### src/rtl/round_sequencer_pkg.sv
// Shared types for the round sequencer: phase codes, field widths and the
// per-level round budget (clamped time, rescue target).
package round_sequencer_pkg;

  localparam int TIME_W = 8;
  localparam int CNT_W  = 5;

  typedef enum logic [2:0] {
    PH_IDLE   = 3'd0,
    PH_LOAD   = 3'd1,
    PH_PLAY   = 3'd2,
    PH_RESULT = 3'd3,
    PH_SETTLE = 3'd4,
    PH_SHOW   = 3'd5,
    PH_OVER   = 3'd6,
    PH_WON    = 3'd7
  } phase_e;

  typedef struct packed {
    logic [TIME_W-1:0] secs;
    logic [CNT_W-1:0]  target;
  } budget_t;

  // Time shrinks with level in 9-bit signed space so low budgets can go
  // negative before the floor is applied; target wraps at 5 bits.
  function automatic budget_t round_budget(
    input logic [CNT_W-1:0]  level,
    input logic [TIME_W-1:0] base_time,
    input logic [TIME_W-1:0] time_step,
    input logic [TIME_W-1:0] min_time,
    input logic [CNT_W-1:0]  base_target
  );
    logic signed [8:0] lvl_m1;
    logic signed [8:0] raw_t;
    logic signed [8:0] floor_t;
    budget_t b;
    lvl_m1   = $signed({4'b0000, level}) - 9'sd1;
    raw_t    = $signed({1'b0, base_time}) - lvl_m1 * $signed({1'b0, time_step});
    floor_t  = $signed({1'b0, min_time});
    b.secs   = (raw_t < floor_t) ? min_time : raw_t[TIME_W-1:0];
    b.target = base_target + level - 5'd1;
    return b;
  endfunction

endpackage

### src/rtl/round_sequencer_timer.sv
// round_timer: seconds-remaining counter for one round, loaded at round start
// and decremented on qualified ticks; flags the tick that would expire it.
module round_timer
  import round_sequencer_pkg::*;
(
  input  logic              clk,
  input  logic              reset_n,
  input  logic              load,
  input  logic [TIME_W-1:0] load_val,
  input  logic              tick,
  input  logic              dec,
  output logic [TIME_W-1:0] time_left,
  output logic              expire
);

  logic [TIME_W-1:0] time_left_d, time_left_q;

  always_comb begin
    time_left_d = time_left_q;
    if (load) begin
      time_left_d = load_val;
    end else if (dec && (time_left_q != '0)) begin
      time_left_d = time_left_q - 1'b1;
    end
  end

  always_ff @(posedge clk) begin
    if (!reset_n) time_left_q <= '0;
    else          time_left_q <= time_left_d;
  end

  assign time_left = time_left_q;
  assign expire    = tick && (time_left_q == TIME_W'(1));

endmodule

### src/rtl/round_sequencer.sv
// round_sequencer: game-flow FSM that runs one round at a time and drives the
// life/level tracker. Define ROUND_PAUSE_EN to build the in-round pause toggle.
module round_sequencer
  import round_sequencer_pkg::*;
#(
  parameter int          BASE_TIME   = 30,
  parameter int          TIME_STEP   = 2,
  parameter int          MIN_TIME    = 10,
  parameter int          BASE_TARGET = 2,
  parameter int unsigned HOLD_CYCLES = 50000000
) (
  input  logic              clk,
  input  logic              reset_n,
  input  logic              start,
  input  logic              tick,
  input  logic              rescue,
  input  logic              hit,
  input  logic              pause,
  input  logic [CNT_W-1:0]  level_i,
  input  logic [CNT_W-1:0]  life_i,
  input  logic              game_over_i,
  input  logic              game_won_i,
  output logic              finish,
  output logic              win,
  output logic              tracker_rst_n,
  output logic [2:0]        phase,
  output logic [TIME_W-1:0] time_left,
  output logic [CNT_W-1:0]  rescued,
  output logic [CNT_W-1:0]  target
);

  phase_e            phase_q, phase_d;
  logic              finish_q, finish_d, win_q, win_d;
  logic              trk_rst_n_q, trk_rst_n_d;
  logic [CNT_W-1:0]  rescued_q, rescued_d, target_q, target_d;
  logic [31:0]       hold_q, hold_d;
  logic              paused, play_act, tick_g, rescue_g, hit_g;
  logic              timer_load, timer_dec, expire, rescue_done;
  logic [TIME_W-1:0] time_left_w;
  budget_t           budget;
  logic              unused_ok;

  assign budget = round_budget(level_i, TIME_W'(BASE_TIME), TIME_W'(TIME_STEP),
                               TIME_W'(MIN_TIME), CNT_W'(BASE_TARGET));

`ifdef ROUND_PAUSE_EN
  logic paused_q, paused_d;
  assign paused    = paused_q;
  assign unused_ok = ^life_i;

  always_comb begin
    paused_d = paused_q;
    if ((phase_q == PH_PLAY) && pause) paused_d = ~paused_q;
    if (phase_d != PH_PLAY)            paused_d = 1'b0;
  end

  always_ff @(posedge clk) begin
    if (!reset_n) paused_q <= 1'b0;
    else          paused_q <= paused_d;
  end
`else
  assign paused    = 1'b0;
  assign unused_ok = ^{life_i, pause};
`endif

  assign play_act    = (phase_q == PH_PLAY) && !paused;
  assign tick_g      = tick && play_act;
  assign rescue_g    = rescue && play_act;
  assign hit_g       = hit && play_act;
  assign rescue_done = ({1'b0, rescued_q} + 6'd1) == {1'b0, target_q};

  round_timer u_timer (
    .clk       (clk),
    .reset_n   (reset_n),
    .load      (timer_load),
    .load_val  (budget.secs),
    .tick      (tick_g),
    .dec       (timer_dec),
    .time_left (time_left_w),
    .expire    (expire)
  );

  always_comb begin
    phase_d     = phase_q;
    finish_d    = 1'b0;
    win_d       = 1'b0;
    trk_rst_n_d = 1'b1;
    rescued_d   = rescued_q;
    target_d    = target_q;
    hold_d      = hold_q;
    timer_load  = 1'b0;
    timer_dec   = 1'b0;
    case (phase_q)
      PH_IDLE, PH_OVER, PH_WON: begin
        if (start) begin
          phase_d     = PH_LOAD;
          trk_rst_n_d = 1'b0;
        end
      end
      PH_LOAD: begin
        timer_load = 1'b1;
        target_d   = budget.target;
        rescued_d  = '0;
        phase_d    = PH_PLAY;
      end
      PH_PLAY: begin
        // A hit beats a completing rescue, which beats a timeout.
        if (hit_g) begin
          phase_d  = PH_RESULT;
          finish_d = 1'b1;
        end else if (rescue_g && rescue_done) begin
          phase_d  = PH_RESULT;
          finish_d = 1'b1;
          win_d    = 1'b1;
        end else if (expire) begin
          phase_d  = PH_RESULT;
          finish_d = 1'b1;
        end else begin
          if (rescue_g && (rescued_q != '1)) rescued_d = rescued_q + 1'b1;
          timer_dec = tick_g;
        end
      end
      PH_RESULT: phase_d = PH_SETTLE;
      PH_SETTLE: begin
        hold_d  = '0;
        phase_d = PH_SHOW;
      end
      PH_SHOW: begin
        if (hold_q == 32'(HOLD_CYCLES - 1)) begin
          hold_d = '0;
          if (game_won_i)       phase_d = PH_WON;
          else if (game_over_i) phase_d = PH_OVER;
          else                  phase_d = PH_LOAD;
        end else begin
          hold_d = hold_q + 32'd1;
        end
      end
      default: phase_d = PH_IDLE;
    endcase
  end

  always_ff @(posedge clk) begin
    if (!reset_n) begin
      phase_q     <= PH_IDLE;
      finish_q    <= 1'b0;
      win_q       <= 1'b0;
      trk_rst_n_q <= 1'b0;
      rescued_q   <= '0;
      target_q    <= '0;
      hold_q      <= '0;
    end else begin
      phase_q     <= phase_d;
      finish_q    <= finish_d;
      win_q       <= win_d;
      trk_rst_n_q <= trk_rst_n_d;
      rescued_q   <= rescued_d;
      target_q    <= target_d;
      hold_q      <= hold_d;
    end
  end

  assign finish        = finish_q;
  assign win           = win_q;
  assign tracker_rst_n = trk_rst_n_q;
  assign phase         = phase_q;
  assign time_left     = time_left_w;
  assign rescued       = rescued_q;
  assign target        = target_q;

endmodule

### config.mk
export PLATFORM = sky130hd
export DESIGN_NAME = round_sequencer
export DESIGN_NICKNAME = d
export VERILOG_FILES = /design/src/rtl/round_sequencer_pkg.sv /design/src/rtl/round_sequencer_timer.sv /design/src/rtl/round_sequencer.sv
export SDC_FILE = /design/constraint.sdc
export NUM_CORES = 1
export LEC_CHECK = 0
export CORE_MARGIN = 2
export CORE_UTILIZATION = 50
export CTS_BUF_LIST = sky130_fd_sc_hd__clkbuf_2 sky130_fd_sc_hd__clkbuf_4 sky130_fd_sc_hd__clkbuf_8
export DETAILED_ROUTE_END_ITERATION = 8
export GPL_ROUTABILITY_DRIVEN = 1
export GPL_TIMING_DRIVEN = 0
export MAX_ROUTING_LAYER = met4
export PLACE_DENSITY = 0.81
export SLEW_MARGIN = 20
export SYNTH_ARGS = -nofsm -noshare
export SYNTH_HDL_FRONTEND = slang
export SYNTH_HIERARCHICAL = 1
export SYNTH_SLANG_ARGS = --single-unit
### constraint.sdc
create_clock -name clk -period 3 [get_ports clk]
set_input_delay 0.6 -clock clk [delete_from_list [all_inputs] [get_ports clk]]
set_output_delay 0.6 -clock clk [all_outputs]
set_load 0.03 [all_outputs]
; After elaboration in Yosys (flattened, before gate mapping)
; Cells that the tools add are included.
; Widths: inputs -> output; s select.
[word_totals]
register_bits = 56
latchBits = 0
ram_bits = 0
rom_bits = 0
inputBits = 19
out_inout_bits = 24
wordCells = 83
memories = 0
[classes]
addsub = 8
mul = 0
div_mod_pow = 0
order_cmp = 1
eq_ne = 18
shifts = 0
mux = 29
n_bitwise = 2
reduce_logical = 17
[op_table]
columns = cell, count
row1 = $pmux 32 s2, 1
row2 = $add 32x1->32 const B, 1
row3 = $eq 32x26->1 const B, 1
row4 = $mux 32, 1
row5 = $mux 8, 3
row6 = $mux 3, 7
row7 = $mux 5, 4
row8 = $pmux 3 s6, 1
row9 = $eq 3x3->1 const B, 4
row10 = $mux 1, 11
row11 = $ne 2x2->1 const B, 5
row12 = $pmux 5 s2, 1
row13 = $eq 8x1->1 const B, 1
row14 = $lt 8x5->1 const B, 1
row15 = $reduce_bool 8->1, 1
row16 = $sub 6x7->8 const A, 1
row17 = $sub 8x1->8 const B, 1
row18 = $logic_and 1x1->1, 7
row19 = $add 5x1->6 const B, 1
row20 = $eq 3x2->1 const B, 2
row21 = $eq 6x5->1, 1
row22 = $reduce_bool 2->1, 3
row23 = $reduce_or 3->1, 2
row24 = $sub 5x1->6 const B, 1
row25 = other kinds (12), 13

; Longest topological paths before layout
[logic_depth]
ltp_word = 10
ltp_mapped = 13
ltp_nobuf = 13

; Modules after synthesis
; Netlist, hierarchy kept.
[modules_own_cells]
columns = module, instances, cells_each, area_per_inst_um2, seq_area_each_um2
row1 = round_sequencer, 1, 365, 2942.8, 960.9
row2 = round_timer, 1, 60, 496.7, 160.2

; Worst setup path after synthesis
; Ideal clock, no wire load.
[synth_path]
path_kind = flip-flop to flip-flop
start = register rescued_q[0], in the netlist rescued[0]
end = register u_timer.time_left_q[7], in the netlist u_timer/time_left[7]
setup_time_ns = 0.130
arrival_time_ns = 2.892
required_ns = 2.870
path_slack_ns = -0.023
stages_incl_launch_ff = 14
path_buffers = 0
synth_period_minus_slack_ns = 3.023
cell_sequence = dfxtp_1 -> ha_1 -> and3_1 -> ha_1 -> xnor2_1 -> nand3_1 -> or4_1 -> nor2_1 -> nor3_1 -> and2_1 -> nor3b_1 -> nor3b_1 -> mux2i_1 -> a21oi_1
[synth_between]
elab_chain_cells = 8
[synth_lines]
columns = item, line
row1 = from (decl), round_sequencer.sv:35  ; logic [CNT_W-1:0] rescued_q, rescued_d, target_q, target_d;
row2 = from (signal assigned), round_sequencer.sv:156  ; rescued_q <= rescued_d;
row3 = $add 5x1->6, round_sequencer.sv:70  ; assign rescue_done = ({1'b0, rescued_q} + 6'd1) == {1'b0, target_q};
row4 = $eq 6x5->1, round_sequencer.sv:70
row5 = $logic_and 1x1->1, round_sequencer.sv:111  ; end else if (rescue_g && rescue_done) begin
row6 = $mux 1, round_sequencer.sv:111
row7 = $mux 1, round_sequencer.sv:108  ; if (hit_g) begin
row8 = $mux 1, round_sequencer.sv:93  ; case (phase_q)
row9 = via timer_dec, round_sequencer.sv:38  ; logic timer_load, timer_dec, expire, rescue_done;
row10 = $logic_and 1x1->1, round_sequencer_timer.sv:22  ; end else if (dec && (time_left_q != '0)) begin
row11 = $reduce_bool 2->1 (no source line), n/a
row12 = to (signal assigned), round_sequencer_timer.sv:29  ; else time_left_q <= time_left_d;
row13 = to (decl), round_sequencer_timer.sv:16  ; logic [TIME_W-1:0] time_left_d, time_left_q;
; The timed path passes the listed nets, and every way through them passes these cells.
; A chain may end at the register's enable or synchronous reset.

; Worst setup path in the final report
; Same ends and word-level chain as after synthesis.

==> results.ini <==
[run_status]
outcome=finished clean

[clock_network]
clkLatencyLatePin_ps=320
tritoncts.num_buffers=5
cts_tree=built
clock_tree.root_cell=sky130_fd_sc_hd__clkbuf_8
post_cts_hold_buffer_count=0
clock-sinks=56
ctsHtreeMaxLevel=2
clk_pin_slew_worst_paths_ps=100
clock_tree.buffer_depth=2

[worst_setup_path]
number_of_cells_on_the_worst_reg_to_reg_path=13
setup.reg_to_reg.worst_slack_ps=140
crit-reg2reg-launch=rescued[0]
worstSetupEndpointType=register
worstSetupStartpointType=register
worst-path-max-fanout=6
critPathRequiredTime_ps=3190
r2r_end=u_timer/time_left[7]
timing.critical_path.arrival_ps=3050
critPathKind=register to register

[synth]
synthesis.nets=456
synth-warning-count=6
dominantRegCellSynth=sky130_fd_sc_hd__dfxtp_1
mappedNetlistArea_mm2=0.00344
syn_avg_cell_area_um2=8.09
edff_count_synth=0
synth_seq_cells=56
asyncSetResetFlopFracSynth_pct=0
fraction_of_the_yosys_area_taken_by_sequential_cells_pct=32.6
synth_cells=425
synth_cell_type_count=58

[sta]
final_max_slew_viol_count=0
worstMarginPinSlew_ps=717
total_count_of_hold_check_failures_in_the_final_report=0
min_period_over_period_pct=95.4
setup_slack_of_the_critical_path_after_layout_ps=139
final.setup_skew_ps=19.2
slew_headroom_pct=52.0
tns_ps=0
max_freq_mhz=349
rsz0062_at_grt=no
finalWorstPathRequiredPeriod_ps=2860
timing.final.setup_violations=0

[floorplan]
core_area_mm2=0.00672
pin_count=43
start_util_pct=51.2
rows=30
die_width_um=86.9
dieHeight_um=86.9
die-area_mm2=0.00756

[cells_and_area]
antenna-diode-count=0
fin_cells=550
area_growth_syn_to_layout_pct=17.5
final_nets=500
fillers=604
layout-drive-gt1-share_pct=7.87
final_area_mm2=0.00404

[pwr]
vdd.ir_drop.worst_mv=0.343
post-layout-total-power_mw=1.67
power_per_cell_area_mw_per_mm2=414
lkg_pwr_nw=1.46

[place]
gp_congestion=0.939
hpwlAfterDp_um=6480
numPlacedInstances=541
post_dp_cell_area_mm2=0.00390
io_buffers=36
placement.setup.worst_slack_ps=-289

[drt]
firstDrtPassIters=4
post_route_drc=0
detailroute.via_count=3345
initialDrtViolationCount=274
average_via_count_per_standard_cell=6.08
route.detailed.wl_per_inst_um=16.4
antenna_nets_post_route=0
postRouteWirelength_um=9030

[global_routing]
first_global_vias=3125
grt_max_degree=18
global_route_wire_length_before_repair_um=14900
grt.overflow.total=0
antenna_found_initial=0
globalRouteTotalUtil_pct=25.2

[min_path]
min_delay_worst_endpoint=hold_q[30]
worst_hold_path_type=register to register
timing.hold.worst.start=hold_q[30]
min_delay_path_depth=2

[run]
max_cap_viol_count=0

## cell type report
cell class / count / area (um2) / share of cell area, %
repair buffers: 37 / 373 / 9.22
flip-flops and latches: 56 / 1130 / 27.9
plain buffers: 25 / 124 / 3.06
clock inverters: 3 / 18.8 / 0.464
multi-input cells: 334 / 2190 / 54.3
well taps: 80 / 100 / 2.48
inverters: 10 / 37.5 / 0.929
clock buffers: 5 / 68.8 / 1.70
## cell usage in the layout, fill, tap and decap left out, types with 10 or more instances in the layout
cell type and instances:
sky130_fd_sc_hd__clkbuf_1 15, sky130_fd_sc_hd__o21ai_1 22, sky130_fd_sc_hd__nand3_1 20, sky130_fd_sc_hd__inv_1 10
sky130_fd_sc_hd__o21ai_0 11, sky130_fd_sc_hd__nor2_1 18, sky130_fd_sc_hd__nor4_1 10, sky130_fd_sc_hd__a21boi_1 18
sky130_fd_sc_hd__nand2_1 39, sky130_fd_sc_hd__ha_1 11, sky130_fd_sc_hd__nor3_1 11, sky130_fd_sc_hd__dfxtp_1 54
sky130_fd_sc_hd__clkdlybuf4s50_1 34, sky130_fd_sc_hd__xnor2_1 10, sky130_fd_sc_hd__a21oi_1 23
## stage by stage
stage,hold slack [ps],utilization [%]
floorplan,460,-
global placement,477,58.1
detailed placement,486,58.1
CTS,500,59.6
global route,526,60.2
finish,498,60.2
## synth_stat cells (4+ instances only)
master	count	area, um2
sky130_fd_sc_hd__dfxtp_1	56	1120
sky130_fd_sc_hd__nand2_1	39	146
sky130_fd_sc_hd__a21oi_1	23	115
sky130_fd_sc_hd__o21ai_1	21	105
sky130_fd_sc_hd__nand3_1	20	100
sky130_fd_sc_hd__nor2_1	19	71.3
sky130_fd_sc_hd__a21boi_1	18	135
sky130_fd_sc_hd__clkbuf_1	15	56.3
sky130_fd_sc_hd__ha_1	12	150
sky130_fd_sc_hd__nor3_1	12	60.1
sky130_fd_sc_hd__o21ai_0	12	60.1
sky130_fd_sc_hd__inv_1	10	37.5
sky130_fd_sc_hd__nor4_1	10	62.6
sky130_fd_sc_hd__xnor2_1	10	87.6
sky130_fd_sc_hd__and3_1	9	56.3
sky130_fd_sc_hd__nor2b_1	9	56.3
sky130_fd_sc_hd__or3_1	9	56.3
sky130_fd_sc_hd__a31oi_1	8	50.1
sky130_fd_sc_hd__and2_1	8	50.1
sky130_fd_sc_hd__o21a_1	8	60.1
sky130_fd_sc_hd__xor2_1	8	70.1
sky130_fd_sc_hd__nand4b_1	7	61.3
sky130_fd_sc_hd__and4_1	6	52.6
sky130_fd_sc_hd__or4_1	6	45.0
sky130_fd_sc_hd__a211oi_1	5	37.5
sky130_fd_sc_hd__nand4_1	5	31.3
sky130_fd_sc_hd__buf_2	4	20.0
sky130_fd_sc_hd__mux2i_1	4	40.0
sky130_fd_sc_hd__nand2b_1	4	25.0
sky130_fd_sc_hd__o211a_1	4	40.0
## what timing repair did
| action | CTS | global route |
|---|---|---|
| resized for setup | 5 | 9 |
| buffers inserted | 0 | 1 |
| endpoints found under the setup margin | 5 | 7 |
| pin swaps | 0 | 4 |
## state kept, by name, summed over array words and instances, names as in the netlist
| signal | cells |
|---|---|
| finish | 1 |
| hold_q | 32 |
| phase | 3 |
| rescued | 5 |
| target | 5 |
| tracker_rst_n | 1 |
| u_timer/time_left | 8 |
| win | 1 |
## routing by layer
layer | vias up | GRT usage [%] | part of all wire, %
met2 | 89 | 42.1 | 48
met5 | - | - | 0
met1 | 1585 | 30.9 | 45
li1 | 1656 | - | -
met3 | 15 | 5.12 | 5.5
met4 | 0 | 6.96 | 1.6
## where the power goes
group          leakage (nW)  internal (mW)  switching, mW
clock network        0.0479          0.164          0.259
logic                 0.957          0.178          0.260
registers             0.455          0.774         0.0398
## worst max-delay path by stage
| stage | slack, ps | from | depth (start not counted) | endpoint |
|---|---|---|---|---|
| floorplan | 30 | rescued[1] | 13 | u_timer/time_left[7] |
| global placement | -240 | level_i[2] | 10 | u_timer/time_left[1] |
| detailed placement | -290 | level_i[2] | 10 | u_timer/time_left[1] |
| CTS | 1 | rescued[0] | 13 | u_timer/time_left[7] |
| global route | 8 | rescued[0] | 13 | u_timer/time_left[7] |
| finish | 140 | rescued[0] | 13 | u_timer/time_left[7] |
## cells by family after synthesis
kind of cell | after synthesis | synth area share, %
adder cells (fa/ha/maj) | 12 | 4.37
AND/OR/NAND/NOR | 180 | 30.2
multiplexers | 4 | 1.16
other | 1 | 0.109
AO/OA/AOI/OAI | 119 | 22.3
buffers and inverters | 35 | 4.69
flip-flops | 56 | 32.6
XOR/XNOR | 18 | 4.58
## worst max-delay path, stage by stage (launching register included)
cell                      delay [ps]
sky130_fd_sc_hd__dfxtp_4         390
sky130_fd_sc_hd__ha_2            220
sky130_fd_sc_hd__and3_1          190
sky130_fd_sc_hd__ha_1            310
sky130_fd_sc_hd__xnor2_1         140
sky130_fd_sc_hd__nand3_1         100
sky130_fd_sc_hd__or4_4           460
sky130_fd_sc_hd__nor2_4          110
sky130_fd_sc_hd__nor3_2           60
sky130_fd_sc_hd__and2_4          180
sky130_fd_sc_hd__nor3b_4         160
sky130_fd_sc_hd__nor3b_2         170
sky130_fd_sc_hd__mux2i_1         170
sky130_fd_sc_hd__a21oi_1          90
Power figures use the tool's default switching activity.
